--- config.mk ---
export PLATFORM = sky130hd
export DESIGN_NAME = burst_crop_serializer
export DESIGN_NICKNAME = d
export VERILOG_FILES = /design/src/rtl/burst_crop_serializer.sv
export SDC_FILE = /design/constraint.sdc
export NUM_CORES = 1
export LEC_CHECK = 0
export CORE_ASPECT_RATIO = 1.5
export CORE_MARGIN = 3
export CORE_UTILIZATION = 35
export DETAILED_ROUTE_END_ITERATION = 10
export GPL_TIMING_DRIVEN = 1
export PLACE_DENSITY = 0.66
export SLEW_MARGIN = 10
export SYNTH_ARGS = -nofsm -noshare
export SYNTH_HDL_FRONTEND = slang
export SYNTH_SLANG_ARGS = --single-unit
--- constraint.sdc ---
create_clock -name clk -period 8 [get_ports clk]
set_clock_uncertainty 0.2 [all_clocks]
set_input_delay 1.2 -clock clk [delete_from_list [all_inputs] [get_ports clk]]
set_output_delay 1.2 -clock clk [all_outputs]
set_load 0.005 [all_outputs]
--- src/rtl/burst_crop_serializer.sv ---
// Crops an OUT_ROWS x OUT_COLS window from a burst-packed pixel stream and
// serialises the in-window lanes one pixel per beat with SOF/EOL/EOF markers.
module burst_crop_serializer #(
    parameter int unsigned PIXEL_BIT_WIDTH  = 16,
    parameter int unsigned PIXELS_PER_BURST = 16,
    parameter int unsigned USER_WIDTH       = 4,
    parameter int unsigned IN_ROWS          = 100,
    parameter int unsigned IN_COLS          = 160,
    parameter int unsigned OUT_ROWS         = 48,
    parameter int unsigned OUT_COLS         = 48,
    parameter int unsigned IMG_ROW_BITWIDTH = 10,
    parameter int unsigned IMG_COL_BITWIDTH = 10
) (
    input  logic                                         clk,
    input  logic                                         srst,
    input  logic                                         s_axis_resetn,
    input  logic                                         s_axis_tvalid,
    output logic                                         s_axis_tready,
    input  logic [PIXEL_BIT_WIDTH*PIXELS_PER_BURST-1:0]  s_axis_tdata,
    input  logic [USER_WIDTH-1:0]                        s_axis_tuser,
    input  logic [IMG_COL_BITWIDTH-1:0]                  crop_x0,
    input  logic [IMG_ROW_BITWIDTH-1:0]                  crop_y0,
    output logic                                         m_axis_tvalid,
    input  logic                                         m_axis_tready,
    output logic [PIXEL_BIT_WIDTH-1:0]                   m_axis_tdata,
    output logic [USER_WIDTH-1:0]                        m_axis_tuser,
    output logic                                         m_axis_tlast
);

    localparam int unsigned BEATS = IN_COLS / PIXELS_PER_BURST;
    localparam int unsigned BW    = (BEATS > 1) ? $clog2(BEATS) : 1;
    localparam int unsigned LW    = (PIXELS_PER_BURST > 1) ? $clog2(PIXELS_PER_BURST) : 1;
    localparam int unsigned CW    = IMG_COL_BITWIDTH + 1;
    localparam int unsigned RW    = IMG_ROW_BITWIDTH + 1;
    localparam int unsigned DW    = PIXEL_BIT_WIDTH * PIXELS_PER_BURST;
    localparam logic [IMG_COL_BITWIDTH-1:0] X0_MAX = IMG_COL_BITWIDTH'(IN_COLS - OUT_COLS);
    localparam logic [IMG_ROW_BITWIDTH-1:0] Y0_MAX = IMG_ROW_BITWIDTH'(IN_ROWS - OUT_ROWS);

    typedef enum logic {IDLE, SERIAL} state_t;

    state_t                        state_q, state_d;
    logic [IMG_ROW_BITWIDTH-1:0]   row_q, row_d;
    logic [BW-1:0]                 beat_q, beat_d;
    logic [CW-1:0]                 x0_q, x0_d, base_q, base_d;
    logic [RW-1:0]                 y0_q, y0_d;
    logic [DW-1:0]                 data_q, data_d;
    logic [LW-1:0]                 lane_q, lane_d, hi_q, hi_d;
    logic                          frow_q, frow_d, lrow_q, lrow_d;
    logic                          m_valid_q, m_valid_d;
    logic [PIXEL_BIT_WIDTH-1:0]    m_data_q, m_data_d;
    logic [USER_WIDTH-1:0]         m_user_q, m_user_d;

    logic                          rst, sof, accept, load, in_win, row_in;
    logic                          first_row, last_row;
    logic [CW-1:0]                 live_x0, x0_sel, base, win_last, burst_last, lo_abs, hi_abs;
    logic [RW-1:0]                 live_y0, y0_sel, row_ext;
    logic [BW-1:0]                 pos_beat;
    logic [IMG_ROW_BITWIDTH-1:0]   pos_row;
    logic [LW-1:0]                 lo_lane, hi_lane, lane_inc;
    logic                          tuser_unused;

    // Marker bits for one output pixel at absolute column col.
    function automatic logic [USER_WIDTH-1:0] markers(input logic [CW-1:0] col,
                                                      input logic [CW-1:0] x0,
                                                      input logic frow, input logic lrow);
        logic [USER_WIDTH-1:0] u;
        logic                  row_end;
        u       = '0;
        row_end = (col == x0 + CW'(OUT_COLS - 1));
        u[0]    = frow && (col == x0);
        u[1]    = row_end;
        u[2]    = row_end && lrow;
        return u;
    endfunction

    assign rst          = srst || !s_axis_resetn;
    assign sof          = s_axis_tuser[0];
    assign tuser_unused = ^s_axis_tuser[USER_WIDTH-1:1];

    assign s_axis_tready = !rst && ((state_q == IDLE) ||
                           (lane_q == hi_q && m_valid_q && m_axis_tready));
    assign accept        = s_axis_tvalid && s_axis_tready;

    assign m_axis_tvalid = m_valid_q;
    assign m_axis_tdata  = m_data_q;
    assign m_axis_tuser  = m_user_q;
    assign m_axis_tlast  = m_user_q[2];

    // Window geometry of the beat on the input; an SOF beat uses the live crop.
    always_comb begin
        live_x0    = CW'((crop_x0 > X0_MAX) ? X0_MAX : crop_x0);
        live_y0    = RW'((crop_y0 > Y0_MAX) ? Y0_MAX : crop_y0);
        x0_sel     = sof ? live_x0 : x0_q;
        y0_sel     = sof ? live_y0 : y0_q;
        pos_beat   = sof ? '0 : beat_q;
        pos_row    = sof ? '0 : row_q;
        base       = CW'(pos_beat) * CW'(PIXELS_PER_BURST);
        win_last   = x0_sel + CW'(OUT_COLS - 1);
        burst_last = base + CW'(PIXELS_PER_BURST - 1);
        lo_abs     = (x0_sel > base) ? x0_sel : base;
        hi_abs     = (win_last < burst_last) ? win_last : burst_last;
        row_ext    = RW'(pos_row);
        row_in     = (row_ext >= y0_sel) && (row_ext < y0_sel + RW'(OUT_ROWS));
        in_win     = row_in && (lo_abs <= hi_abs);
        lo_lane    = LW'(lo_abs - base);
        hi_lane    = LW'(hi_abs - base);
        first_row  = (row_ext == y0_sel);
        last_row   = (row_ext == y0_sel + RW'(OUT_ROWS - 1));
        lane_inc   = lane_q + 1'b1;
    end

    always_comb begin
        state_d   = state_q;
        row_d     = row_q;
        beat_d    = beat_q;
        x0_d      = x0_q;
        y0_d      = y0_q;
        data_d    = data_q;
        lane_d    = lane_q;
        hi_d      = hi_q;
        base_d    = base_q;
        frow_d    = frow_q;
        lrow_d    = lrow_q;
        m_valid_d = m_valid_q;
        m_data_d  = m_data_q;
        m_user_d  = m_user_q;
        load      = 1'b0;

        if (accept) begin
            if (pos_beat == BW'(BEATS - 1)) begin
                beat_d = '0;
                row_d  = (pos_row == IMG_ROW_BITWIDTH'(IN_ROWS - 1)) ? '0 : pos_row + 1'b1;
            end else begin
                beat_d = pos_beat + 1'b1;
                row_d  = pos_row;
            end
            if (sof) begin
                x0_d = live_x0;
                y0_d = live_y0;
            end
        end

        case (state_q)
            IDLE: begin
                if (accept && in_win) load = 1'b1;
            end
            SERIAL: begin
                if (m_valid_q && m_axis_tready) begin
                    if (lane_q != hi_q) begin
                        lane_d   = lane_inc;
                        m_data_d = data_q[lane_inc*PIXEL_BIT_WIDTH +: PIXEL_BIT_WIDTH];
                        m_user_d = markers(base_q + CW'(lane_inc), x0_q, frow_q, lrow_q);
                    end else if (accept && in_win) begin
                        load = 1'b1;
                    end else begin
                        state_d   = IDLE;
                        m_valid_d = 1'b0;
                    end
                end
            end
            default: state_d = IDLE;
        endcase

        // Store a new in-window beat and present its first lane immediately.
        if (load) begin
            state_d   = SERIAL;
            data_d    = s_axis_tdata;
            lane_d    = lo_lane;
            hi_d      = hi_lane;
            base_d    = base;
            frow_d    = first_row;
            lrow_d    = last_row;
            m_valid_d = 1'b1;
            m_data_d  = s_axis_tdata[lo_lane*PIXEL_BIT_WIDTH +: PIXEL_BIT_WIDTH];
            m_user_d  = markers(lo_abs, x0_sel, first_row, last_row);
        end
    end

    always_ff @(posedge clk) begin
        if (rst) begin
            state_q   <= IDLE;
            row_q     <= '0;
            beat_q    <= '0;
            x0_q      <= live_x0;
            y0_q      <= live_y0;
            data_q    <= '0;
            lane_q    <= '0;
            hi_q      <= '0;
            base_q    <= '0;
            frow_q    <= 1'b0;
            lrow_q    <= 1'b0;
            m_valid_q <= 1'b0;
            m_data_q  <= '0;
            m_user_q  <= '0;
        end else begin
            state_q   <= state_d;
            row_q     <= row_d;
            beat_q    <= beat_d;
            x0_q      <= x0_d;
            y0_q      <= y0_d;
            data_q    <= data_d;
            lane_q    <= lane_d;
            hi_q      <= hi_d;
            base_q    <= base_d;
            frow_q    <= frow_d;
            lrow_q    <= lrow_d;
            m_valid_q <= m_valid_d;
            m_data_q  <= m_data_d;
            m_user_q  <= m_user_d;
        end
    end

endmodule

* Word level (Yosys, flattened, before mapping)
Cells that the tools add are included.
** Storage, ports and cells
- Flip-flop bits (word level) :: 327
- Input bits :: 285
- Output and inout bits :: 23
- Word-level logic and storage cells :: 109
** Cells by class
- Add/sub/neg operators :: 11
- Magnitude comparators :: 7
- Equality and inequality tests :: 12
- Shifts and indexed selects :: 2
- Multiplexer cells :: 40
- Bitwise logic cells :: 1
- Reductions and logical operators :: 22
** Operators by type and width (count)
- 256-bit by 9-bit indexed part select with 16-bit output :: 2
- 11-bit two-way mux :: 8
- 16-bit two-way mux :: 4
- 10-bit two-way mux :: 5
- 11-bit by 6-bit adder with 11-bit output, second input constant :: 4
- 4-bit two-way mux :: 6
- 10-bit by 11-bit equality test with 1-bit output :: 2
- 11-bit equality test :: 2
- 9-bit by 11-bit equality test with 1-bit output :: 2
- 1-bit logical AND :: 12
- 1-bit two-way mux :: 12
- 3-bit two-way mux :: 4
- 10-bit by 11-bit >= comparator with 1-bit output :: 1
- 11-bit by 8-bit greater-than comparator with 1-bit output :: 1
- 11-bit <= comparator :: 1
- 10-bit by 11-bit < comparator with 1-bit output :: 1
- 11-bit by 9-bit < comparator with 1-bit output :: 1
- 10-bit by 1-bit adder with 10-bit output, second input constant :: 1
- 10-bit by 7-bit equality test with 1-bit output, second input constant :: 1
- 10-bit by 6-bit greater-than comparator with 1-bit output, second input constant :: 1
- 10-bit by 7-bit greater-than comparator with 1-bit output, second input constant :: 1
- 8-bit by 4-bit adder with 9-bit output :: 1
- 8-bit by 4-bit adder with 9-bit output, second input constant :: 1
- 4-bit by 1-bit adder with 4-bit output, second input constant :: 2
- 12 further kinds :: 19

* Depth between registers and ports, before layout
- Depth in word-level cells :: 15
- Depth in mapped cells :: 25
- Mapped depth without buffers :: 21

* Least setup slack after synthesis
OpenSTA, ideal clock, no wires.
- Path kind :: input to register
- From :: in crop_x0[9]
- To :: reg base_q[4]
- Library setup time :: 0.132 ns
- Arrival time :: 5.855 ns
- Required time :: 7.668 ns
- Path slack :: 1.813 ns
- Cell stages on the path :: 23
- Path buffers :: 4
- Path through :: or3_1 -> buf_2 -> o32ai_2 -> and2_1 -> xnor2_1 -> ha_1 -> a21o_1 -> a21o_1 -> a21oi_1 -> o2111ai_2 -> nand2_1 -> o21ai_0 -> ha_1 -> a21oi_1 -> a21boi_0 -> a2111oi_0 -> a211oi_1 -> or4_1 -> clkbuf_1 -> clkbuf_1 -> clkbuf_1 -> nand2_1 -> a21oi_1
** On the way
- Word-level cells in the longest chain between the ends :: 13
- Elaborated cells between the ends (all ways) :: 15
- Those cells by class :: add/sub: 1; order compare: 4; mux: 8; reduce/logical: 2
** RTL lines
- start, declared :: line 21 : input logic [IMG_COL_BITWIDTH-1:0] crop_x0,
- 10-bit by 7-bit greater-than comparator with 1-bit output :: line 91 : live_x0 = CW'((crop_x0 > X0_MAX) ? X0_MAX : crop_x0);
- 10-bit two-way mux (*) :: line 91
- 11-bit two-way mux (*)
- 11-bit by 6-bit adder with 11-bit output :: line 98 : win_last = x0_sel + CW'(OUT_COLS - 1);
- 11-bit by 9-bit < comparator with 1-bit output :: line 101 : hi_abs = (win_last < burst_last) ? win_last : burst_last;
- 11-bit two-way mux :: line 101
- 11-bit <= comparator (*) :: line 104 : in_win = row_in && (lo_abs <= hi_abs);
- 1-bit logical AND (*) :: line 104
- 1-bit logical AND (*) :: line 145, 153
- 1-bit two-way mux (*) :: line 145, 153
- 1-bit two-way mux :: line 149 : if (lane_q != hi_q) begin
- 1-bit two-way mux :: line 148 : if (m_valid_q && m_axis_tready) begin
- 1-bit one-hot mux with 2 select lines (*) :: line 143 : case (state_q)
- end signal, assigned :: line 204 : base_q <= base_d;
- end, declared :: line 44 : logic [CW-1:0] x0_q, x0_d, base_q, base_d;
Mark *: on every way between the ends. The rest lies on a longest branch, timed or not.
A chain may end at the register's enable or synchronous reset.

* Final worst setup path
- From :: in crop_x0[9]
- To :: reg m_data_q[14], in the netlist m_axis_tdata[14]
** On the way
- Word-level cells in the longest chain between the ends :: 15
- Elaborated cells between the ends (all ways) :: 22
- Those cells by class :: add/sub: 2; order compare: 4; shift: 1; mux: 9; reduce/logical: 6
** RTL lines
- 10-bit by 7-bit greater-than comparator with 1-bit output :: line 91
- 10-bit two-way mux (*) :: line 91
- 11-bit two-way mux (*)
- 11-bit by 6-bit adder with 11-bit output :: line 98
- 11-bit by 9-bit < comparator with 1-bit output :: line 101
- 11-bit two-way mux :: line 101
- 11-bit <= comparator :: line 104
- 1-bit logical AND :: line 104
- 1-bit logical AND :: line 145, 153
- 1-bit two-way mux :: line 145, 153
- 1-bit two-way mux :: line 149
- 1-bit two-way mux :: line 148
- 1-bit one-hot mux with 2 select lines :: line 143
- 2-bit nonzero test (no line)
- 3-bit AND reduction (no line)
- end signal, assigned :: line 208 : m_data_q <= m_data_d;
- end, declared :: line 50 : logic [PIXEL_BIT_WIDTH-1:0] m_data_q, m_data_d;
Marks and branches as above.

==> summary by stage <==
Run status
The flow ran to the end, and the final reports show no timing, DRC or antenna violations.

Setup path
The peak fanout along the critical path is 95. The start-to-end type of the worst setup path is input pin to flip-flop. The worst register-to-register path ends at m_axis_tdata[14]. The worst setup path is launched from an input pin. The worst register-to-register path begins at x0_q[2]. The required arrival time at the worst endpoint is 8.22 ns. The count of cells along the worst register-to-register path is 22. The worst register-to-register path has a setup slack of 1.23 ns.

The arrival time at the worst endpoint is just under 8 ns. The endpoint type of the worst setup path is a flip-flop.

Hold path
The worst hold path passes through 2 cells. The min-delay analysis places its worst path in the category flip-flop to flip-flop. The launch instance of the worst min-delay path is data_q[174]. The path with the worst hold slack has its endpoint at data_q[174].

Floorplan
The row count is between 100 and 150. The region available for standard cell placement spans between 50,000 and 60,000 um2. The x dimension of the die is between 150 and 200 um.

Pin placement for this block handled 308 I/O pins. The floorplan step set the die height to 286.7 um. Once the floorplan was initialized, standard cells occupied 35.48% of the core. The die covers ~55,000 um2.

Clock tree
Counting along the longest clock path gives a buffer depth of 3. The CTS tree is yes. The clock net in this run drives a total of 327 sinks. Once the clock tree was built, the setup fixing pass inserted 0 buffers. The clock transition at the registers of the reported paths is roughly 0.07 ns. The cell sitting at the root of the clock tree is a sky130_fd_sc_hd__clkbuf_16. The hold buffer count at cts is 0. The number of CTS-inserted buffers is 35.

The source-to-sink clock delay at the later pin of the worst-skew pair is between 0.5 and 0.6 ns. The H-tree generated during clock tree synthesis spans 2 levels. The number of cells upsized or downsized after cts is 0.

Global routing
The pin count of the biggest net entering global routing is slightly below 200. The first global-routing pass estimated 110,600 um of wire. The initial antenna violation count was 18. Summed over all layers, the global routing overflow is 0. The number of global-route vias before repair came to approximately 18,000.

The overall routing resource usage is between 20% and 30%.

Yosys
The number of flops mapped to enable cells by yosys is 22. A synthesized cell averages between 8 and 9 um2. The cell type with the highest aggregate area in the netlist is sky130_fd_sc_hd__dfxtp_1.

The number of instances in the synthesized netlist is 2,251. Counting flops and latches in the post-synthesis netlist gives 327. The share of flip-flops with an asynchronous set or reset after synthesis is 0%. Among all cell types in the netlist, the one instantiated most often is sky130_fd_sc_hd__nand2_1.

The synthesized area is approximately 18,000 um2. The commonest cells after synthesis are sky130_fd_sc_hd__nand2_1, sky130_fd_sc_hd__a21oi_1, sky130_fd_sc_hd__dfxtp_1, sky130_fd_sc_hd__clkbuf_1, sky130_fd_sc_hd__nor2_1. The portion of the post-synthesis area used by sequential elements is between 30% and 40%. The synthesized design devotes to its leading area cell type around a third of total area. The most used flip-flop cell after synthesis is sky130_fd_sc_hd__dfxtp_1. By area the synthesized netlist is led by sky130_fd_sc_hd__dfxtp_1, sky130_fd_sc_hd__nand2_1, sky130_fd_sc_hd__mux4_2. During synthesis, Yosys emitted a total of 0 warnings. The number of library cell types mapped by synthesis is 79.

STA
After layout, the worst setup slack is roughly 0.53 ns. The pin slew with the least headroom to its limit is 1.299 ns. After routing, the total negative slack on setup checks comes to 0 ns. The worst hold slack is 0.2541 ns. Static timing analysis puts the maximum clock frequency at between 100 and 150 MHz.

Setup repair after global routing left no endpoint under its margin. The number of setup violations in the final report is 0. The hold violation count in the final report is 0.

In this run the tightest slew margin relative to its limit is between 10% and 20%. The final critical path takes up 93.32% of the cycle. The max-slew violation count came to 0.

The routed design could run at a clock period as short as between 7 and 8 ns.

Route
Summed over all layers, the routed wires come to between 70,000 and 80,000 um. The average wire length per cell after detail routing is 24.05 um. The iteration count of the initial detailed-routing pass is 6.

The antenna violation net count after detailed routing is 0. The total via count in the routed design is about 18,000. After detailed routing, the number of remaining DRC violations is 0. In this run, the number of DRC markers left after iteration 0 of detailed routing was roughly 1,700. The via density per instance is 5.766.

Cells and area
The footprint of the flip-flops and latches is between 6000 and 7000 um2. From synthesis to final layout, the design area changed by 26.41%. Cells with a size suffix above 1 make up 10.19% of the layout. Fill cells in the final layout number about 5,200. The final-stage net count is about 2,800.

The area taken by multi-input logic gates is around 11,000 um2.

Pwr
The leakage power figure is about 7.6 nW. IR analysis of the VDD net gives a maximum drop of 0.0001307 V. The power per unit of standard cell area is 164.8 nW/um2.

Placed design
The post-place setup slack is 0.04338 ns. The number of buffer cells added on primary ports is 303. Detailed placement finished with a half-perimeter wire length of 56,550 um. The global placer's final weighted congestion is around 0.94.

Job
The max-capacitance violation count is 0.
## cell type report
class	count	share of cell area [%]
inverter	33	0.5329
clock buffer	52	4.517
clock inverter	12	0.4468
timing repair buffer	348	14.97
multi-input combinational	1721	46.67
sequential	327	29.13
tap	676	3.639
antenna	9	0.09690
## registers in the layout, indices dropped and copies added (netlist names)
name           cells
m_axis_tvalid      1
row_q             10
x0_q              11
base_q             4
lrow_q             1
state_q            1
m_axis_tdata      16
data_q           256
beat_q             4
lane_q             4
hi_q               4
y0_q              11
m_axis_tuser       3
frow_q             1
## where the power goes
part | switching, mW | leakage [nW] | internal [mW] | total, mW
clock | 0.731 | 0.572 | 0.920 | 1.65
sequential | 0.0106 | 2.68 | 1.65 | 1.66
combinational | 0.285 | 4.35 | 0.231 | 0.516
## critical path, stage by stage
cell	delay, ns
sky130_fd_sc_hd__clkdlybuf4s50_1	0.49
sky130_fd_sc_hd__or3_1	0.46
sky130_fd_sc_hd__o32ai_2	0.52
sky130_fd_sc_hd__and2_1	0.26
sky130_fd_sc_hd__xnor2_1	0.25
sky130_fd_sc_hd__ha_1	0.33
sky130_fd_sc_hd__a21o_1	0.16
sky130_fd_sc_hd__a21o_1	0.16
sky130_fd_sc_hd__a21oi_1	0.39
sky130_fd_sc_hd__o2111ai_2	0.40
sky130_fd_sc_hd__nand2_1	0.16
sky130_fd_sc_hd__o21ai_0	0.10
sky130_fd_sc_hd__ha_1	0.33
sky130_fd_sc_hd__a21oi_1	0.13
sky130_fd_sc_hd__a21boi_0	0.09
sky130_fd_sc_hd__a2111oi_0	0.36
sky130_fd_sc_hd__a211oi_1	0.25
sky130_fd_sc_hd__nor4_4	0.50
sky130_fd_sc_hd__buf_12	0.19
sky130_fd_sc_hd__buf_12	0.33
sky130_fd_sc_hd__o211ai_1	0.29
sky130_fd_sc_hd__nand3_1	0.20
sky130_fd_sc_hd__a21oi_1	0.06
## placed cells by master, fill, tap and decap left out, drive strengths merged, types with 34 or more instances in the layout
master,count
nor3,34
mux4,88
nand2,602
inv,34
clkdlybuf4s50,302
ha,42
o21ai,62
a21oi,334
nor2,110
dfxtp,305
clkbuf,52
buf,46
nand3,46
## per-stage QoR
| step | instances | total power, mW | utilization [%] | instance area, um2 |
|---|---|---|---|---|
| 4_1_cts | 3169 | 3.840 | 44.81 | 23220 |
| 3_3_place_gp | 3105 | 2.202 | 42.59 | 22070 |
| 3_5_place_dp | 3105 | 2.204 | 42.59 | 22070 |
| 5_1_grt | 3175 | 3.928 | 44.84 | 23230 |
| 2_1_floorplan | 2253 | 1.913 | - | 18390 |
| 6_report | 3178 | 3.829 | 44.86 | 23240 |
## how the worst max path moves through the flow
| stage | startpoint | endpoint | slack (ns) | cells after the start |
|---|---|---|---|---|
| after floorplan | crop_x0[9] | base_q[4] | 1.81 | 23 |
| after global placement | crop_x0[9] | m_axis_tdata[14] | 0.19 | 22 |
| after detailed placement | crop_x0[8] | data_q[161] | 0.04 | 23 |
| after CTS | crop_x0[8] | m_axis_tdata[14] | 0.59 | 22 |
| after global routing | crop_x0[9] | data_q[59] | 0.18 | 22 |
| final | crop_x0[9] | m_axis_tdata[14] | 0.53 | 23 |
## cell families after synthesis
kind of cell | share of synthesized area (%)
xor gates and xnor gates | 2.525
adders and majority gates | 2.858
muxes | 13.34
DFF | 36.80
buffers and inverters | 4.587
other | 0.04085
and+or+nand+nor | 20.74
AOI/OAI and AO/OA | 19.11
## per-layer routing
layer | vias to the layer above | share of wire [%] | track usage (%)
met1 | 8767 | 35 | 30.30
li1 | 8414 | - | -
met4 | 12 | 6.5 | 15.23
met3 | 194 | 8.7 | 5.084
met2 | 936 | 50 | 46.22
met5 | - | 0.088 | 0
No activity file was read; power rests on OpenSTA's default activity.
